$ cat src/rtl/reg_bank_pkg.sv
// ---------------------------------------------------------------------------
// reg_bank_pkg
//   Shared defaults and helpers for the reg_bank_r register bank.
//   DEF_WIDTH / DEF_DEPTH / DEF_RST_VAL : default geometry and reset value.
//   clog2(n) : address width needed to index n entries (never less than 1).
// ---------------------------------------------------------------------------
package reg_bank_pkg;

  localparam int DEF_WIDTH   = 32;
  localparam int DEF_DEPTH   = 8;
  localparam int DEF_RST_VAL = 0;

  // Elaboration-time helper; a 1-entry bank still gets a 1-bit address.
  function automatic int clog2(input int n);
    int r;
    r = 0;
    while ((1 << r) < n) r++;
    if (r < 1) r = 1;
    return r;
  endfunction

endpackage

$ cat src/rtl/reg_bank_cell.sv
// ---------------------------------------------------------------------------
// reg_bank_cell
//   One WIDTH-bit storage entry of the register bank.
//   clk     : rising-edge clock
//   reset_n : asynchronous active-low reset, loads RST_VAL
//   en      : load d on the next edge
//   clr     : synchronous load of RST_VAL, wins over en
//   d       : write data
//   q       : stored value
// ---------------------------------------------------------------------------
module reg_bank_cell
  import reg_bank_pkg::*;
#(
  parameter int               WIDTH   = DEF_WIDTH,
  parameter logic [WIDTH-1:0] RST_VAL = WIDTH'(DEF_RST_VAL)
) (
  input  logic             clk,
  input  logic             reset_n,
  input  logic             en,
  input  logic             clr,
  input  logic [WIDTH-1:0] d,
  output logic [WIDTH-1:0] q
);

  always_ff @(posedge clk or negedge reset_n) begin
    if (!reset_n) begin
      q <= RST_VAL;
    end else if (clr) begin
      q <= RST_VAL;
    end else if (en) begin
      q <= d;
    end
  end

endmodule

$ cat src/rtl/reg_bank_r.sv
// ---------------------------------------------------------------------------
// reg_bank_r
//   DEPTH x WIDTH register bank with one write port and two registered read
//   ports. Reads are write-first (same-cycle write data is bypassed), a
//   synchronous clr returns every entry to RST_VAL, and addresses at or above
//   DEPTH are ignored on write and read back as 0 with valid set.
//
//   clk      : rising-edge clock
//   reset_n  : asynchronous active-low reset
//   clr      : synchronous clear of all entries (priority over we)
//   we       : write enable
//   waddr    : write address
//   wdata    : write data
//   re0/re1  : read request per port
//   raddr0/1 : read address per port
//   rdata0/1 : registered read data, holds when the port is idle
//   rvalid0/1: rdata valid, one cycle after the request
// ---------------------------------------------------------------------------
module reg_bank_r
  import reg_bank_pkg::*;
#(
  parameter int               WIDTH   = DEF_WIDTH,
  parameter int               DEPTH   = DEF_DEPTH,
  parameter logic [WIDTH-1:0] RST_VAL = WIDTH'(DEF_RST_VAL)
) (
  input  logic                      clk,
  input  logic                      reset_n,
  input  logic                      clr,
  input  logic                      we,
  input  logic [clog2(DEPTH)-1:0]   waddr,
  input  logic [WIDTH-1:0]          wdata,
  input  logic                      re0,
  input  logic [clog2(DEPTH)-1:0]   raddr0,
  output logic [WIDTH-1:0]          rdata0,
  output logic                      rvalid0,
  input  logic                      re1,
  input  logic [clog2(DEPTH)-1:0]   raddr1,
  output logic [WIDTH-1:0]          rdata1,
  output logic                      rvalid1
);

  localparam int ADDR_W = clog2(DEPTH);

  logic [WIDTH-1:0] q [DEPTH];
  logic [DEPTH-1:0] wen;

  // Write decode: an address with no matching entry enables nothing, so
  // out-of-range writes fall away without a separate range check.
  for (genvar gi = 0; gi < DEPTH; gi++) begin : g_cell
    assign wen[gi] = we && (waddr == ADDR_W'(gi));

    reg_bank_cell #(
      .WIDTH   (WIDTH),
      .RST_VAL (RST_VAL)
    ) u_cell (
      .clk     (clk),
      .reset_n (reset_n),
      .en      (wen[gi]),
      .clr     (clr),
      .d       (wdata),
      .q       (q[gi])
    );
  end

  // Read selection for one port. Out-of-range reads give 0; otherwise clr
  // beats the bypass, and the bypass beats the stored value.
  function automatic logic [WIDTH-1:0] read_sel(input logic [ADDR_W-1:0] ra);
    logic [WIDTH-1:0] v;
    logic             hit;
    v   = '0;
    hit = 1'b0;
    for (int i = 0; i < DEPTH; i++) begin
      if (ra == ADDR_W'(i)) begin
        hit = 1'b1;
        v   = q[i];
      end
    end
    if (!hit) begin
      v = '0;
    end else if (clr) begin
      v = RST_VAL;
    end else if (we && (waddr == ra)) begin
      v = wdata;
    end
    return v;
  endfunction

  // ---- stage p0: combinational read mux with bypass ----
  logic [WIDTH-1:0] rdata0_p0;
  logic [WIDTH-1:0] rdata1_p0;

  assign rdata0_p0 = read_sel(raddr0);
  assign rdata1_p0 = read_sel(raddr1);

  // ---- stage p1: output registers ----
  logic [WIDTH-1:0] rdata0_p1;
  logic [WIDTH-1:0] rdata1_p1;
  logic             vld0_p1;
  logic             vld1_p1;

  always_ff @(posedge clk or negedge reset_n) begin
    if (!reset_n) begin
      rdata0_p1 <= '0;
      rdata1_p1 <= '0;
      vld0_p1   <= 1'b0;
      vld1_p1   <= 1'b0;
    end else begin
      vld0_p1 <= re0;
      vld1_p1 <= re1;
      if (re0) begin
        rdata0_p1 <= rdata0_p0;
      end
      if (re1) begin
        rdata1_p1 <= rdata1_p0;
      end
    end
  end

  assign rdata0  = rdata0_p1;
  assign rdata1  = rdata1_p1;
  assign rvalid0 = vld0_p1;
  assign rvalid1 = vld1_p1;

endmodule

$ cat config.mk
export PLATFORM = sky130hd
export DESIGN_NAME = reg_bank_r
export DESIGN_NICKNAME = d
export VERILOG_FILES = /design/src/rtl/reg_bank_pkg.sv /design/src/rtl/reg_bank_cell.sv /design/src/rtl/reg_bank_r.sv
export SDC_FILE = /design/constraint.sdc
export NUM_CORES = 1
export LEC_CHECK = 0
export ABC_AREA = 1
export CAP_MARGIN = 15
export CELL_PAD_IN_SITES_DETAIL_PLACEMENT = 1
export CELL_PAD_IN_SITES_GLOBAL_PLACEMENT = 2
export CORE_UTILIZATION = 32
export CTS_BUF_LIST = sky130_fd_sc_hd__clkbuf_4
export DETAILED_ROUTE_END_ITERATION = 8
export PLACE_DENSITY = 0.78
export SLEW_MARGIN = 10
export SYNTH_ARGS = -nofsm -noshare
export SYNTH_HDL_FRONTEND = slang
export SYNTH_SLANG_ARGS = --single-unit
$ cat constraint.sdc
create_clock -name clk -period 0.9 [get_ports clk]
set_input_delay 0.18 -clock clk [delete_from_list [all_inputs] [get_ports clk]]
set_output_delay 0.18 -clock clk [all_outputs]
set_load 0.005 [all_outputs]
==> flow_summary.toml, run 1 <==
[synth]
avgSynthCellArea_um2 = 7.06
syn_area_um2 = 16900
yosysWarningCount = 0
muxShareOfSynthArea_pct = 2.26
synth_nets = 2446
synth_area_leaders = "dfrtp_1 48%, nand2_1 21%, o21ai_0 6.7%"
ys_seq_elements = 322
synth_top_cell_by_area = "dfrtp_1"
yosysTopAreaCellShare_pct = 47.6
synthCells = 2399
synth.distinct_cells = 23
yosys.area_share.xor_xnor_pct = 0.103
synth_compound_area_share_pct = 8.03
ys_seq_area_share_pct = 47.6
synth_adder_area_share_pct = 0
synth_top_family_by_area = "simple AND/OR/NAND/NOR gates"
synthSimpleGateAreaFrac_pct = 33.0

[clocking]
worstSkewPairLatency_ns = 0.87
clockBufferDepth = 3
cts_tree = "yes"
cts_htree_levels = 3
cts_made_buffers = 97
clkTransAtPathRegs_ns = 0.07
cts_root_buffer = "clkbuf_4"
cts_sinks = 322

[route]
drt_iter0_markers = 1328
first_pass_iters = 5
dr_total_vias = 19195
wl_um = 85000
wire_per_inst_um = 22.6
vias_per_cell = 5.11
drc = 0
antenna_left = 0

[placement]
hpwl_um = 57500
io_buffers = 112
gp_congestion = 0.864
placed_area_um2 = 22700

[timing]
drv_slew = 0
skew_ns = 0.0338
finalHoldViolCount = 0
worst_pin_slew_ns = 0.607
slew_headroom_pct = 59.6
fin_crit_sh_pct = 186
setup_viol = 131
max_freq_mhz = 598
setup_slack_ns = -0.773
rsz0062_at_grt = "yes"
min_period_ns = 1.67

[power]
p_per_area_nw_per_um2 = 1560
p_leak_uw = 0.0137
p_switching_uw = 13200
pwr-share-seq_pct = 41.2
p_int_uw = 27400
swShare_pct = 32.5
pwr-share-comb_pct = 23.4
vdd_drop_max_mv = 1.12
power_uw = 40500
clkPwrFrac_pct = 35.4

[final_layout]
seqCellArea_um2 = 8070
areaGrowthSynthToFinish_pct = 53.0
nFillCells = 6385
fin_area_um2 = 25900
final_cell_mix = "849 x nand2_1, 345 x buf_4, 309 x dfrtp_1, 217 x inv_1, 179 x nor2_1"
multi_input_area_um2 = 8590
final_common_cell = "nand2_1"
drive_gt1_share_pct = 34.7
num-nets-final = 3052

[critical_path]
cp_slowest_cell = "dfrtp_2"
critPathTopFamily = "flip-flops"
cp_cell_sequence = "buf_6"
worstSetupPathType = "register to output pin"
crit_path_end_kind = "output pin"
start_kind = "register"
worstPathBufferInverterCount = 1
crit_start = "rdata1[21]"
cpPeakStageDelay_ns = 0.46
cp_data_required_time_ns = 0.72
critPathMaxFanout = 2
r2r-start = "g_cell[3].u_cell.q[22]"
crit_arrival_ns = 1.49

[job]
maxCapViolCount = 0

[grt]
grt_pass1_vias = 20586
grt_usage_pct = 31.7
grt_pass1_wl_um = 126000
grt_remaining_overflow = 0
grt_max_degree = 56
antenna_found_initial = 3

[floorplanning]
fp.coreArea_um2 = 51800
rows = 83
start_util_pct = 32.7
ios = 113
die_h_um = 232
die-area_um2 = 53800
die_x_um = 232

[hold_path]
hold_path_class = "input port to async pin"

[outcome]
violations = "setup timing"
status = "complete, but fails checks"
power by group through the flow:
stage	Sequential, uW	Combinational [uW]	Clock [uW]
floorplan	16600	3430	0
global placement	16800	8160	0
detailed placement	16900	8370	0
CTS	16600	8940	14600
global route	16800	10200	15300
finish	16700	9470	14400
path summary, 6_finish.rpt:
check | to | slack (ns) | cells past startpoint
worst max-delay path | rdata1[21] | -0.77 | 1
worst min-delay path | g_cell[2].u_cell.q[14] | 0.001 | 3
worst max register to register | rdata1[22] | -0.46 | 7
worst min register to register | rdata1[22] | 0.48 | 2
max in group asynchronous | rdata0[20] | 0.06 | 5
min in group clk | g_cell[3].u_cell.q[18] | 0.03 | 7
cell families (layout without fill, tap and decap cells):
kind of cell | Yosys count | in the layout
buffers and inverters | 386 | 1058
muxes | 34 | 34
AOI/OAI and AO/OA | 271 | 271
DFF | 322 | 322
and+or+nand+nor | 1384 | 1384
xor gates and xnor gates | 2 | 2
other | 0 | 4
Yosys cell counts (all sizes together):
library cell	instances
a21oi	41
mux2	34
clkbuf	60
buf	62
o21ai	230
nand3	85
nor2	244
dfrtp	322
xor2	2
inv	264
nand4	64
nand2	949
or2	1
nor3	41
timing repair:
item | in CTS | in global routing
resized for setup | 499 | 168
buffers inserted | 65 | 41
endpoints found under the hold margin | 330 | 0
setup endpoints to repair | 312 | 425
gates cloned | 5 | 0
pin swaps | 115 | 150
hold buffers | 13 | 0
final cells by class:
class	instances	share of cell area, %
diodes	4	0.0386
clock buffers	140	4.06
clock inverters	25	0.464
inverters	264	4.01
multi-input cells	1691	33.2
flip-flops and latches	322	31.2
well taps	680	3.28
repair buffers	628	23.8
repair inverters	1	0.0193
worst register-to-register path, cell delays in order, from the launching register on:
cell	delay, ns
dfrtp_1	0.38
inv_2	0.10
nor2_2	0.06
nor3_2	0.21
buf_4	0.15
nand4_1	0.18
nand2_1	0.13
nand2_1	0.05
layer usage:
| metal | global-route usage, % | share of wire, % |
|---|---|---|
| met5 | 0 | 0 |
| met4 | 15.9 | 5.5 |
| met1 | 38.2 | 41 |
| met3 | 4.90 | 4.5 |
| met2 | 54.8 | 49 |
registers in the layout, summed over array words and instances (netlist names):
| register | cells |
|---|---|
| g_cell.u_cell.q | 256 |
| rdata0 | 32 |
| rdata1 | 32 |
| rvalid0 | 1 |
| rvalid1 | 1 |
per-stage QoR:
step / setup TNS (ns) / util, % / hold WS (ns) / std cells / worst slack, ns
final: -62.91 / 50.0 / 0.00138 / 3755 / -0.773
after global routing: -71.73 / 50.0 / -0.0104 / 3755 / -0.832
after CTS: -131.06 / 48.5 / -0.0276 / 3717 / -0.823
after detailed placement: -337.04 / 43.9 / 0.225 / 3472 / -1.51
after global placement: -318.59 / 43.9 / 0.221 / 3472 / -1.47
after floorplan: -59.79 / - / -0.116 / 2399 / -0.369
(Power assumes the default switching activity.)
==> run 2: changes to the inputs <==
--- a/config.mk
+++ b/config.mk
@@ -9,10 +9,12 @@
 export CAP_MARGIN = 15
 export CELL_PAD_IN_SITES_DETAIL_PLACEMENT = 1
 export CELL_PAD_IN_SITES_GLOBAL_PLACEMENT = 2
+export CORE_ASPECT_RATIO = 1.5
 export CORE_UTILIZATION = 32
 export CTS_BUF_LIST = sky130_fd_sc_hd__clkbuf_4
 export DETAILED_ROUTE_END_ITERATION = 8
 export PLACE_DENSITY = 0.78
+export RECOVER_POWER = 25
 export SLEW_MARGIN = 10
 export SYNTH_ARGS = -nofsm -noshare
 export SYNTH_HDL_FRONTEND = slang
==> run 2 against run 1 <==
  * The flow still finishes with violations (setup timing)
  * Power shrank 3.5%
  * Utilization shrank 1.5 points
  * Clock skew grew 0.0074 ns
  * Global-route usage shrank 2.6 points
  * Via count shrank 3.9%
  * Worst hold slack gained 0.053 ns
  * Flip-flop and latch count is the same
  * Critical endpoint is now rdata0[28]
==> flow_summary.toml, run 2 (synthesis results as in run 1) <==
[critical_path]
worstPathBufferInverterCount = 1
crit_cells = 1
critPathTopFamily = "flip-flops"
crit_arrival_ns = 1.41
r2r-end = "rdata1[2]"
worst_r2r_path_depth = 7
worstSetupPathType = "register to output pin"
cp_cell_sequence = "buf_2"
start_kind = "register"
cp_data_required_time_ns = 0.72
reg2reg_slack_ns = -0.49
cpPeakStageDelay_ns = 0.44
crit_start = "rdata0[28]"
crit_path_end_kind = "output pin"
critPathMaxFanout = 2
r2r-start = "g_cell[1].u_cell.q[2]"
critPathCapture = "rdata0[28]"
cp_slowest_cell = "dfrtp_1"

[power]
vdd_drop_max_mv = 0.705
p_int_uw = 26600
p_per_area_nw_per_um2 = 1550
swShare_pct = 31.9
pwr-share-seq_pct = 42.4
pwr-share-comb_pct = 23.0
p_leak_uw = 0.0134
clkPwrFrac_pct = 34.6
p_switching_uw = 12500

[outcome]
status = "complete, but fails checks"
violations = "setup timing"

[timing]
max_freq_mhz = 629
setup_slack_ns = -0.690
fin_crit_sh_pct = 177
min_period_ns = 1.59
rsz0062_at_grt = "yes"
setup_viol = 255
slew_headroom_pct = 48.9
tns_ns = -63.07
drv_slew = 0
whs_ns = 0.0546
skew_ns = 0.0412
finalHoldViolCount = 0
worst_pin_slew_ns = 0.767

[hold_path]
hold_path_class = "input port to register"

[final_layout]
final_common_cell = "nand2_1"
largest_reg_flops = 256
areaGrowthSynthToFinish_pct = 48.7
fin_area_um2 = 25200
num-nets-final = 3008
regMostFlops = "g_cell.u_cell.q"
final_cell_mix = "859 x nand2_1, 364 x buf_4, 321 x dfrtp_1, 216 x inv_1, 179 x nor2_1"
drive_gt1_share_pct = 34.0

[placement]
io_buffers = 112
gp_congestion = 0.859
placed_area_um2 = 22500
place_ws_ns = -1.46
hpwl_um = 54700

[floorplanning]
die-area_um2 = 53900
start_util_pct = 32.6
die_x_um = 190
die_h_um = 284
rows = 102
fp.coreArea_um2 = 51900
ios = 113

[clocking]
clkTransAtPathRegs_ns = 0.08
cts_htree_levels = 3
cts_sinks = 322
cts_made_buffers = 86
cts_tree = "yes"
clockBufferDepth = 3
worstSkewPairLatency_ns = 0.82
cts_root_buffer = "clkbuf_4"

[grt]
grt_pass1_vias = 19831
grt_pass1_wl_um = 118000
grt_usage_pct = 29.1
grt_max_degree = 60
antenna_found_initial = 2
grt_remaining_overflow = 0

[route]
vias_per_cell = 4.99
drc = 0
wl_um = 77500
wire_per_inst_um = 21.0
drt_iter0_markers = 942
dr_total_vias = 18450
first_pass_iters = 5
antenna_left = 0

[job]
maxCapViolCount = 0
## run 2: changes by cell type in the layout (fill, tap and decap cells not counted), moves of 10 or more
cell	delta
clkinv_1	-13
nand3_1	-11
buf_12	-10
dfrtp_1	+12
buf_2	+10
dfrtp_2	-12
buf_6	-53
nand2_4	-18
buf_4	+19
nand2_1	+10
## run 2: area by class of cell
class,count,area (um^2)
antenna,2,5.00
tap,676,846
fill,6434,26800
multi-input combinational,1691,8590
timing repair buffer,596,5580
clock buffer,131,983
clock inverter,15,91.3
inverter,264,1020
sequential,322,8060
## run 2: worst min path at each step
stage	to	start	slack [ns]	cells past startpoint
global route	g_cell[7].u_cell.q[11]	clr	0.04	5
global placement	g_cell[4].u_cell.q[8]	reset_n	0.14	2
CTS	g_cell[7].u_cell.q[11]	clr	0.02	5
floorplan	g_cell[0].u_cell.q[0]	reset_n	-0.12	0
finish	g_cell[3].u_cell.q[18]	waddr[2]	0.05	6
detailed placement	g_cell[4].u_cell.q[8]	reset_n	0.14	2
## run 2: timing repair
item / CTS / global route
hold buffers: 8 / 0
endpoints found under the hold margin: 325 / 0
pin swaps: 64 / 157
endpoints found under the setup margin: 347 / 506
cloned: 5 / 0
setup buffers: 51 / 47
resized for setup: 403 / 192
## run 2: layer usage
metal	vias up	track usage [%]	share of wire [%]
met5	-	0	0
met4	0	14.5	4.4
li1	8640	-	-
met3	170	3.72	3.9
met1	9174	35.3	41
met2	466	50.3	51
## run 2: power groups by stage
| stage | logic, uW | registers (uW) | clock network [uW] |
|---|---|---|---|
| floorplan | 3430 | 16600 | 0 |
| global placement | 7860 | 16700 | 0 |
| detailed placement | 8070 | 16800 | 0 |
| CTS | 8450 | 16500 | 13800 |
| global route | 9740 | 16700 | 14600 |
| finish | 9000 | 16600 | 13500 |
## run 2: through the flow
step | total power, uW | instances | util, %
floorplan | 20000 | 2399 | -
global placement | 24600 | 3442 | 43.3
detailed placement | 24900 | 3442 | 43.3
CTS | 38800 | 3650 | 46.8
global route | 41000 | 3697 | 48.5
finish | 39100 | 3697 | 48.5
==> run 3: changes to the inputs <==
==> constraint.sdc (replaced) <==
create_clock -name clk -period 0.9 [get_ports clk]
set_input_delay 0.09 -clock clk [delete_from_list [all_inputs] [get_ports clk]]
set_output_delay 0.09 -clock clk [all_outputs]
set_load 0.005 [all_outputs]
==> run 3 against run 2 <==
  * The flow still finishes with violations (setup timing)
  * Final area down 0.87%
  * Utilization fell by 0.42 points
  * Via count increased by 1.6%
  * Largest cell class unchanged
  * Largest power group unchanged
  * Highest routed layer unchanged
==> flow_summary.toml, run 3 (synthesis results as in run 1) <==
[hold_path]
min_path_cells = 5
hold_path_class = "input port to register"
hold_start = "clr"
min_to = "g_cell[3].u_cell.q[22]"

[final_layout]
largest_reg_flops = 256
fin_area_um2 = 25000
drive_gt1_share_pct = 32.4
regMostFlops = "g_cell.u_cell.q"
instances_no_fill = 3679
fin_util_pct = 48.1
final_cell_mix = "871 x nand2_1, 343 x buf_4, 320 x dfrtp_1, 221 x inv_1, 188 x nor2_1"
areaGrowthSynthToFinish_pct = 47.4
final_common_cell = "nand2_1"
num-nets-final = 2993

[critical_path]
critPathMaxFanout = 2
critPathTopFamily = "flip-flops"
cpPeakStageDelay_ns = 0.49
cp_cell_sequence = "buf_6"
worstSetupPathType = "register to output pin"
crit_path_end_kind = "output pin"
cp_data_required_time_ns = 0.81
reg2reg_slack_ns = -0.40
cp_slowest_cell = "dfrtp_2"
r2r-end = "rdata0[26]"
start_kind = "register"
crit_arrival_ns = 1.42
r2r-start = "g_cell[1].u_cell.q[26]"
worstPathBufferInverterCount = 1
worst_r2r_path_depth = 8

[clocking]
cts_sinks = 322
cts_root_buffer = "clkbuf_4"
cts_made_buffers = 83
clkTransAtPathRegs_ns = 0.07
cts_tree = "yes"
clockBufferDepth = 3
cts_htree_levels = 3
worstSkewPairLatency_ns = 0.81

[grt]
grt_pass1_wl_um = 120000
grt_pass1_vias = 20061
grt_remaining_overflow = 0
antenna_found_initial = 1
grt_usage_pct = 29.7
grt_max_degree = 47

[power]
swShare_pct = 31.9
p_per_area_nw_per_um2 = 1550
vdd_drop_max_mv = 0.693
power_uw = 38700
p_switching_uw = 12400
clkPwrFrac_pct = 34.1
p_int_uw = 26400
pwr-share-comb_pct = 23.1
p_leak_uw = 0.0133
pwr-share-seq_pct = 42.8

[timing]
worst_pin_slew_ns = 0.875
setup_slack_ns = -0.608
finalHoldViolCount = 0
skew_ns = 0.0290
drv_slew = 0
setup_viol = 507
rsz0062_at_grt = "yes"
slew_headroom_pct = 41.5
min_period_ns = 1.51
max_freq_mhz = 663
fin_crit_sh_pct = 168

[route]
wl_met1_um = 33100
drt_iter0_markers = 1118
wire_per_inst_um = 21.6
first_pass_iters = 5
wl_met3_um = 3420
met2_length_um = 39800
vias_per_cell = 5.09
wl_um = 79600
antenna_left = 0
dr_total_vias = 18739
drc = 0
top_layer_used = "met4"

[job]
maxCapViolCount = 0

[floorplanning]
ios = 113
die_x_um = 190
fp.coreArea_um2 = 51900
die-area_um2 = 53900
start_util_pct = 32.6
die_h_um = 284
rows = 102

[outcome]
violations = "setup timing"
status = "complete, but fails checks"

[placement]
dpl.cell_count = 3435
hpwl_um = 55500
io_buffers = 112
gp_congestion = 0.885
placed_area_um2 = 22300
[run 3: routing by layer]
layer  up-vias  GRT usage [%]
met2       534           50.2
li1       8592              -
met1      9423           37.0
met4         0           14.6
met5         -              0
met3       190           3.78
[run 3: how the worst max path moves through the flow]
stage,from,to,slack (ns),depth (start not counted)
finish,rdata0[21],rdata0[21],-0.61,1
global placement,raddr0[1],rdata0[8],-1.34,12
global route,rdata0[21],rdata0[21],-0.65,1
CTS,rdata0[21],rdata0[21],-0.67,1
detailed placement,raddr0[0],rdata0[20],-1.36,13
floorplan,waddr[1],g_cell[6].u_cell.q[1],-0.28,7
[run 3: through the flow]
step                      hold WS (ns)  setup TNS, ns  setup slack [ns]
after floorplan                 -0.206         -34.01            -0.279
after CTS                     0.000169        -199.09            -0.668
final                           0.0260        -190.27            -0.608
after detailed placement       -0.0786        -330.80             -1.36
after global routing            0.0162        -228.51            -0.655
after global placement         -0.0802        -319.08             -1.34
[run 3: power by group through the flow]
stage	sequential [uW]	clock (uW)	combinational, uW
2_1_floorplan	16600	0	3360
3_3_place_gp	16800	0	7800
3_5_place_dp	16800	0	8010
4_1_cts	16500	13600	8430
5_1_grt	16700	14200	9650
6_report	16600	13200	8950
[run 3: layout make-up]
type / count / area (um^2)
clock buffers: 121 / 908
multi-input cells: 1691 / 8480
diodes: 1 / 2.50
inverters: 264 / 1020
fillers: 6476 / 27000
flip-flops and latches: 322 / 8060
clock inverters: 20 / 128
repair buffers: 584 / 5520
well taps: 676 / 846
[run 3: repair_timing]
| item | CTS | global route |
|---|---|---|
| pin swaps | 77 | 103 |
| setup endpoints to repair | 359 | 598 |
| hold endpoints to repair | 328 | 54 |
| buffers inserted | 43 | 52 |
| gates cloned | 5 | 1 |
| gates resized for setup | 463 | 121 |
| hold buffers | 7 | 1 |
